File: src/rtl/reset_sequencer.sv
// rtl/reset_sequencer.sv - power-up reset sequencer for clock wizard, DDR3 controller and core domain
//
// Brings the board up in order: clock wizard reset, wait for PLL lock, DDR3
// controller reset, wait for calibration, core reset, then run. Each wait has
// a timeout that retries the stage and bumps a saturating retry counter. Loss
// of lock or calibration after the relevant stage drops the sequence back.
//
// Ports:
//   clk          in   free-running board clock, sole clock
//   resetn       in   synchronous active-low reset
//   pll_locked   in   clock wizard locked (asynchronous, synchronized here)
//   calib_done   in   DDR3 init_calib_complete (asynchronous, synchronized here)
//   pll_reset    out  active-high reset to clock wizard
//   mig_rst_n    out  active-low reset to DDR3 controller
//   core_reset   out  active-high reset to core domain
//   ready        out  high only in RUN
//   retry_count  out  saturating count of timeout retries
//   state        out  current state encoding, for debug

module reset_sequencer #(
  parameter int PLL_RST_CYCLES  = 16,
  parameter int LOCK_TIMEOUT    = 4096,
  parameter int MIG_RST_CYCLES  = 16,
  parameter int CALIB_TIMEOUT   = 2000000,
  parameter int CORE_RST_CYCLES = 32
) (
  input  logic       clk,
  input  logic       resetn,
  input  logic       pll_locked,
  input  logic       calib_done,
  output logic       pll_reset,
  output logic       mig_rst_n,
  output logic       core_reset,
  output logic       ready,
  output logic [3:0] retry_count,
  output logic [2:0] state
);

  function automatic int max2(input int a, input int b);
    return (a > b) ? a : b;
  endfunction

  localparam int MAX_PARAM = max2(max2(max2(PLL_RST_CYCLES, LOCK_TIMEOUT),
                                       max2(MIG_RST_CYCLES, CALIB_TIMEOUT)),
                                  CORE_RST_CYCLES);
  localparam int CW = $clog2(MAX_PARAM + 1);

  localparam logic [CW-1:0] PLL_LAST   = CW'(PLL_RST_CYCLES - 1);
  localparam logic [CW-1:0] LOCK_LAST  = CW'(LOCK_TIMEOUT - 1);
  localparam logic [CW-1:0] MIG_LAST   = CW'(MIG_RST_CYCLES - 1);
  localparam logic [CW-1:0] CALIB_LAST = CW'(CALIB_TIMEOUT - 1);
  localparam logic [CW-1:0] CORE_LAST  = CW'(CORE_RST_CYCLES - 1);

  typedef enum logic [2:0] {
    ST_PLL_RST    = 3'd0,
    ST_WAIT_LOCK  = 3'd1,
    ST_MIG_RST    = 3'd2,
    ST_WAIT_CALIB = 3'd3,
    ST_CORE_RST   = 3'd4,
    ST_RUN        = 3'd5
  } state_e;

  state_e        state_q;
  state_e        state_d;
  logic [CW-1:0] cnt_q;
  logic          retry_inc;
  logic          locked_m;
  logic          locked_s;
  logic          calib_m;
  logic          calib_s;

  // Two-flop synchronizers; the FSM only ever looks at the _s outputs.
  always_ff @(posedge clk) begin
    if (!resetn) begin
      locked_m <= 1'b0;
      locked_s <= 1'b0;
      calib_m  <= 1'b0;
      calib_s  <= 1'b0;
    end else begin
      locked_m <= pll_locked;
      locked_s <= locked_m;
      calib_m  <= calib_done;
      calib_s  <= calib_m;
    end
  end

  always_ff @(posedge clk) begin
    if (!resetn) begin
      state_q <= ST_PLL_RST;
    end else begin
      state_q <= state_d;
    end
  end

  // Cycle counter restarts on every state change. It holds at all-ones
  // instead of wrapping, which only matters while parked in RUN.
  always_ff @(posedge clk) begin
    if (!resetn) begin
      cnt_q <= '0;
    end else if (state_d != state_q) begin
      cnt_q <= '0;
    end else if (cnt_q != {CW{1'b1}}) begin
      cnt_q <= cnt_q + 1'b1;
    end
  end

  always_ff @(posedge clk) begin
    if (!resetn) begin
      retry_count <= 4'd0;
    end else if (retry_inc && (retry_count != 4'hf)) begin
      retry_count <= retry_count + 4'd1;
    end
  end

  // Priority in every post-lock state: lock loss first, then calibration
  // loss, then success, then timeout (so a coincident success wins).
  always_comb begin
    state_d   = state_q;
    retry_inc = 1'b0;
    case (state_q)
      ST_PLL_RST: begin
        if (cnt_q == PLL_LAST) state_d = ST_WAIT_LOCK;
      end
      ST_WAIT_LOCK: begin
        if (locked_s) begin
          state_d = ST_MIG_RST;
        end else if (cnt_q == LOCK_LAST) begin
          state_d   = ST_PLL_RST;
          retry_inc = 1'b1;
        end
      end
      ST_MIG_RST: begin
        if (!locked_s) begin
          state_d = ST_PLL_RST;
        end else if (cnt_q == MIG_LAST) begin
          state_d = ST_WAIT_CALIB;
        end
      end
      ST_WAIT_CALIB: begin
        if (!locked_s) begin
          state_d = ST_PLL_RST;
        end else if (calib_s) begin
          state_d = ST_CORE_RST;
        end else if (cnt_q == CALIB_LAST) begin
          state_d   = ST_MIG_RST;
          retry_inc = 1'b1;
        end
      end
      ST_CORE_RST: begin
        if (!locked_s) begin
          state_d = ST_PLL_RST;
        end else if (!calib_s) begin
          state_d = ST_MIG_RST;
        end else if (cnt_q == CORE_LAST) begin
          state_d = ST_RUN;
        end
      end
      ST_RUN: begin
        if (!locked_s) begin
          state_d = ST_PLL_RST;
        end else if (!calib_s) begin
          state_d = ST_MIG_RST;
        end
      end
      default: begin
        state_d = ST_PLL_RST;
      end
    endcase
  end

  assign pll_reset  = (state_q == ST_PLL_RST);
  assign mig_rst_n  = !((state_q == ST_PLL_RST) || (state_q == ST_WAIT_LOCK) ||
                        (state_q == ST_MIG_RST));
  assign core_reset = (state_q != ST_RUN);
  assign ready      = (state_q == ST_RUN);
  assign state      = state_q;

endmodule

File: config.mk
export PLATFORM = sky130hd
export DESIGN_NAME = reset_sequencer
export DESIGN_NICKNAME = d
export VERILOG_FILES = /design/src/rtl/reset_sequencer.sv
export SDC_FILE = /design/constraint.sdc
export NUM_CORES = 1
export LEC_CHECK = 0
export CAP_MARGIN = 30
export CORE_AREA = 4 4 85 67
export DETAILED_ROUTE_END_ITERATION = 16
export DIE_AREA = 0 0 89 71
export HOLD_SLACK_MARGIN = 0.08
export PLACE_DENSITY = 0.57
export SETUP_SLACK_MARGIN = 0.4
export SYNTH_ARGS = -nofsm -noshare
export SYNTH_HDL_FRONTEND = slang
export SYNTH_SLANG_ARGS = --single-unit
File: constraint.sdc
create_clock -name clk -period 3.02 [get_ports clk]
set_clock_uncertainty 0.2 [all_clocks]
set_input_delay 0.604 -clock clk [delete_from_list [all_inputs] [get_ports clk]]
set_output_delay 0.604 -clock clk [all_outputs]
set_load 0.02 [all_outputs]
==> results of run 1 <==
cells in the final DEF (no fill, tap or decap), types with 4 or more instances in the layout:
master / n
xnor2_1: 14
mux2i_1: 6
a21oi_1: 14
nor4_1: 7
dfxtp_1: 30
and4_1: 4
clkbuf_8: 5
nand4_1: 9
clkdlybuf4s50_1: 14
buf_4: 5
nand3_1: 16
nand2b_1: 6
nand2_1: 18
nor2_1: 14
nor3_1: 8
and2_1: 5
and3_1: 4
per-stage QoR:
| step | util | instance area (sq um) | hold WS [ns] | setup WS, ns |
|---|---|---|---|---|
| 3_3_place_gp | 0.414 | 2000 | 0.214 | 0.610 |
| 6_report | 0.442 | 2130 | 0.235 | 0.515 |
| 4_1_cts | 0.437 | 2100 | 0.238 | 0.438 |
| 5_1_grt | 0.442 | 2130 | 0.248 | 0.421 |
| 2_1_floorplan | - | 1790 | 0.212 | 0.895 |
| 3_5_place_dp | 0.414 | 2000 | 0.222 | 0.544 |
final cells by class:
type / instances / area [sq um]
Tap cell: 60 / 75.1
Clock buffer: 6 / 72.6
Multi-Input combinational cell: 164 / 1090
Sequential cell: 32 / 643
Fill cell: 498 / 2690
Inverter: 3 / 11.3
Timing Repair Buffer: 20 / 198
Clock inverter: 2 / 35.0
logic make-up (layout without fill, tap and decap cells):
group	Yosys count	count (layout)	synth area share
buf+inv	14	31	0.0349
flops	32	32	0.357
simple gates	107	107	0.336
compound gates	35	35	0.156
xor+xnor	14	14	0.0683
fa+ha+maj	2	2	0.0139
mux	6	6	0.0335
worst max-delay path by stage:
stage / endpoint / slack (ns) / cells after the start
6_report: ready / 0.51 / 4
4_1_cts: ready / 0.44 / 4
3_3_place_gp: cnt_q[15] / 0.61 / 6
5_1_grt: ready / 0.42 / 4
3_5_place_dp: cnt_q[15] / 0.54 / 6
2_1_floorplan: ready / 0.89 / 4
where the power goes:
| group | leakage, nW | internal [mW] | total (mW) | switching [mW] |
|---|---|---|---|---|
| Clock | 0.0552 | 0.245 | 0.403 | 0.158 |
| Combinational | 0.438 | 0.0177 | 0.0339 | 0.0163 |
| Sequential | 0.260 | 0.428 | 0.434 | 0.00577 |
| Total | 0.753 | 0.690 | 0.870 | 0.180 |
what timing repair did:
| item | in CTS | in global routing |
|---|---|---|
| endpoints found under the setup margin | 1 | 12 |
| gates cloned | 0 | 0 |
| setup buffers | 0 | 1 |
| pin swaps | 0 | 1 |
| resized for setup | 1 | 2 |
state kept, by name, summed over array words and instances (netlist names):
| signal | cells |
|---|---|
| calib_s | 1 |
| state | 3 |
| calib_m | 1 |
| cnt_q | 21 |
| locked_s | 1 |
| locked_m | 1 |
| retry_count | 4 |
layer usage:
metal / wire length, microns / share of wire / global-route usage / vias to the layer above
met3: 129 / 0.033 / 0.0384 / 5
li1: - / - / - / 811
met5: 0 / 0 / 0 / -
met1: 2150 / 0.55 / 0.210 / 725
met4: 63 / 0.016 / 0.0496 / 0
met2: 1560 / 0.40 / 0.180 / 21
worst max-delay path: stages (launching register included):
cell             delay [ns]
dfxtp_2                0.44
nor2b_2                0.24
nand2_1                0.09
inv_1                  0.06
clkdlybuf4s50_1        0.59
cell usage after synthesis, drive strengths merged:
master and count:
a2111oi 2, a211oi 2, a21bo 1, a21boi 2
a21oi 15, a221oi 1, a31oi 3, a32oi 1
a41oi 1, and2 7, and3 5, and4 7
and4b 1, buf 4, clkbuf 7, dfxtp 32
ha 2, inv 3, mux2i 6, nand2 18
nand2b 6, nand3 16, nand4 9, nor2 15
nor2b 2, nor3 10, nor3b 1, nor4 8
o2111a 1, o2111ai 1, o211a 1, o21a 1
o21ai 2, o31ai 1, or2 1, or4 1
xnor2 14
==> impl_metrics.toml, run 1 <==
[outcome]
outcome = "finished clean"

[die]
core-area_sq_um = 4820
die_x_microns = 89
ios = 15
start_util = 0.372
die_h_microns = 71
fp-row-count = 22
dieArea_sq_um = 6320

[critical_path]
cp-startpoint = "state[2]"
cp-start-kind = "register"
reg2reg_depth = 6
critPathKind = "register to output pin"
r2r-start = "cnt_q[0]"
r2r-end = "cnt_q[14]"
crit_required_ns = 2.22
reg2reg_slack_ns = 0.65
arrival_ns = 1.70
cp_max_fo = 12
end_kind = "output pin"

[power]
p_leak_nw = 0.753
worst_ir_drop_vdd_uv = 234
p_per_area_nw_per_um2 = 409
total_power_mw = 0.870

[sta]
period_needed_ns = 2.51
relSlewSlack = 0.574
rsz0062_at_grt = "no"
final.setup.tns_ns = 0
maxSlewViolCount = 0
hold_violations = 0
tightest_slew_ns = 0.633
setup_viol = 0
fin_crit_sh = 0.830
clock.fmax_mhz = 399

[cells_and_area]
syn2layout_area_growth_pct = 18.6
instances_no_fill = 287
diodes = 0
final_nets = 232
drive_above_1_share = 0.150

[grt]
grt_max_degree = 18
grt_first_pass_wirelength_microns = 6810
grt-ovfl-total = 0
grt_usage = 0.137
grt_antenna_before_repair = 0
grt_pass1_vias = 1392

[clock_network]
h-tree-depth = 2
clk_latency_ns = 0.28
clk_path_buf_depth = 2
numClockSinks = 32
numCtsBuffers = 5
clk_pin_slew_ns = 0.07
cts_root_buffer = "clkbuf_8"
tritoncts = "built"
ctsHoldBuffers = 0

[yosys]
ys_types = 50
synth_top_area_cell = "dfxtp_1"
syn_nets = 216
synth.top_cell.area_share = 0.357
syn_inst = 210
syn_area_sq_um = 1790
syn_area_per_cell_sq_um = 8.54
synth-seq-cells = 32
synth_warnings = 0
synth-seq-area-share = 0.357
synth_area_leaders = "dfxtp_1, xnor2_1, nand3_1, a21oi_1, nand2_1"

[routing]
ant_nets = 0
drt-initial-drc-count = 50
drc = 0
vias = 1562
wl_microns = 3900
dr.pass1.iters = 4
wl_per_cell_microns = 13.6
via_per_inst = 5.44

[hold_path]
hold_class = "register to register"
hold_start = "calib_m"
min_to = "calib_s"
hold_depth = 1

[flow_run]
maxCapViolations = 0

[placed_design]
portBuffers = 14
placedCellCount = 278
gp_congestion = 0.805
dp_hpwl_microns = 2850
No activity file was read; power rests on OpenSTA's default activity.
==> inputs of run 2 (changes only) <==
- PLACE_DENSITY: 0.57 -> 0.59
- clock period: 3.02 -> 2 ns (I/O delays scaled with it)
==> impl_metrics.toml, run 2 (synthesis gave the netlist of run 1 again) <==
[outcome]
outcome = "finished clean"

[cells_and_area]
diodes = 0
most-common-layout-cells = "buf_4, dfxtp_2, nand2_1"
largest_reg_flops = 21
final_nets = 273
drive_above_1_share = 0.504
multiInputGateArea_sq_um = 1370
instances_no_fill = 328
nFillCells = 423
syn2layout_area_growth_pct = 54.3
top_register = "cnt_q"
register_area_sq_um = 681
final_common_cell = "buf_4"

[die]
ios = 15
fp-row-count = 22
die_x_microns = 89
dieArea_sq_um = 6320
die_h_microns = 71
core-area_sq_um = 4820
start_util = 0.372

[routing]
via_per_inst = 5.47
vias = 1794
dr.pass1.iters = 4
drt-initial-drc-count = 108
wl_per_cell_microns = 16.0
drc = 0
wl_microns = 5240
ant_nets = 0

[clock_network]
clk_pin_slew_ns = 0.07
numClockSinks = 32
clk_latency_ns = 0.28
clk_path_buf_depth = 2
cts_root_buffer = "clkbuf_8"
h-tree-depth = 2
numCtsBuffers = 5
tritoncts = "built"

[sta]
relSlewSlack = 0.729
fin_crit_sh = 0.985
period_needed_ns = 1.97
tightest_slew_ns = 0.406
maxSlewViolCount = 0
clock.fmax_mhz = 508
hold_violations = 0
layout_setup_ws_ns = 0.0302
rsz0062_at_grt = "yes"
whs_ns = 0.237
setup_viol = 0

[grt]
grt_pass1_vias = 1670
grt-ovfl-total = 0
grt_max_degree = 15
grt_usage = 0.167
grt_first_pass_wirelength_microns = 8290
grt_antenna_before_repair = 0

[critical_path]
crit_required_ns = 1.97
path_cells = "ha_4, and3_4, and4_4, buf_12, nand4_1, mux2i_1, nor4_1"
end_kind = "register"
arrival_ns = 1.94
critPathSlowestCell = "dfxtp_4"
critPathKind = "register to register"
cp_max_fo = 12
critical-path-max-stage-delay_ns = 0.36
cp-start-kind = "register"

[placed_design]
place_ws_ns = 0.0285
placedCellCount = 303
portBuffers = 14
gp_congestion = 0.822
dp_hpwl_microns = 3360

[power]
swShare = 0.217
worst_ir_drop_vdd_uv = 293
p_leak_nw = 1.09
total_power_mw = 1.34
switchingPower_mw = 0.292
p_per_area_nw_per_um2 = 486
p_comb_frac = 0.059
pwr-share-seq = 0.483
p_int_mw = 1.05
clock_power_share = 0.458

[hold_path]
hold_class = "register to register"

[flow_run]
maxCapViolations = 0
## run 2: changes by cell type in the layout (fill, tap and decap cells not counted), sizes merged
cell,before,now
buf,6,51
clkdlybuf4s50,14,3
clkbuf,6,10
clkdlybuf4s15,0,2
dlygate4sd2,0,1
## run 2: path summary, 6_finish.rpt
kind	startpoint	end	slack, ns	cells past startpoint
max	cnt_q[1]	cnt_q[18]	0.03	7
min	calib_m	calib_s	0.24	1
max reg2reg	cnt_q[1]	cnt_q[18]	0.03	7
min reg2reg	calib_m	calib_s	0.24	1
## run 2: power groups by stage
stage | Sequential [mW] | Clock [mW] | Combinational [mW]
floorplan | 0.669 | 0 | 0.0327
global placement | 0.670 | 0 | 0.0595
detailed placement | 0.670 | 0 | 0.0598
CTS | 0.650 | 0.626 | 0.0782
global route | 0.650 | 0.659 | 0.0868
finish | 0.650 | 0.616 | 0.0791
## run 2: cell type report
cell class | instances | share of cell area
clock buffers | 6 | 0.0262
clock inverters | 2 | 0.0127
inverters | 3 | 0.00407
multi-input cells | 164 | 0.496
flip-flops and latches | 32 | 0.246
well taps | 60 | 0.0271
repair buffers | 61 | 0.188
## run 2: worst max-delay path, delay by kind of cell (launching register included)
| kind | cells | cell delay (ns) |
|---|---|---|
| DFF | 1 | 0.36 |
| adders and majority gates | 1 | 0.15 |
| muxes | 1 | 0.16 |
| buffers and inverters | 1 | 0.16 |
| and+or+nand+nor | 4 | 0.82 |
## run 2: metrics by stage
| stage | TNS [ns] | cell area [sq um] | utilization |
|---|---|---|---|
| floorplan | 0 | 1960 | - |
| global route | -0.0630 | 2770 | 0.575 |
| detailed placement | 0 | 2330 | 0.483 |
| CTS | 0 | 2650 | 0.549 |
| finish | 0 | 2770 | 0.575 |
| global placement | 0 | 2330 | 0.483 |
## run 2: timing repair
item                                    in CTS  in global routing
gates resized for setup                     65                 31
endpoints found under the setup margin      37                 35
hold buffers                                 0                  0
pin swaps                                   11                 12
buffers inserted                            11                  6
## run 2: per-layer routing
metal / up-vias / track usage / wire [microns]
met2: 43 / 0.241 / 2360
met1: 853 / 0.245 / 2520
met4: 0 / 0.0430 / 78
met5: - / 0 / 0
met3: 11 / 0.0442 / 285
li1: 887 / - / -
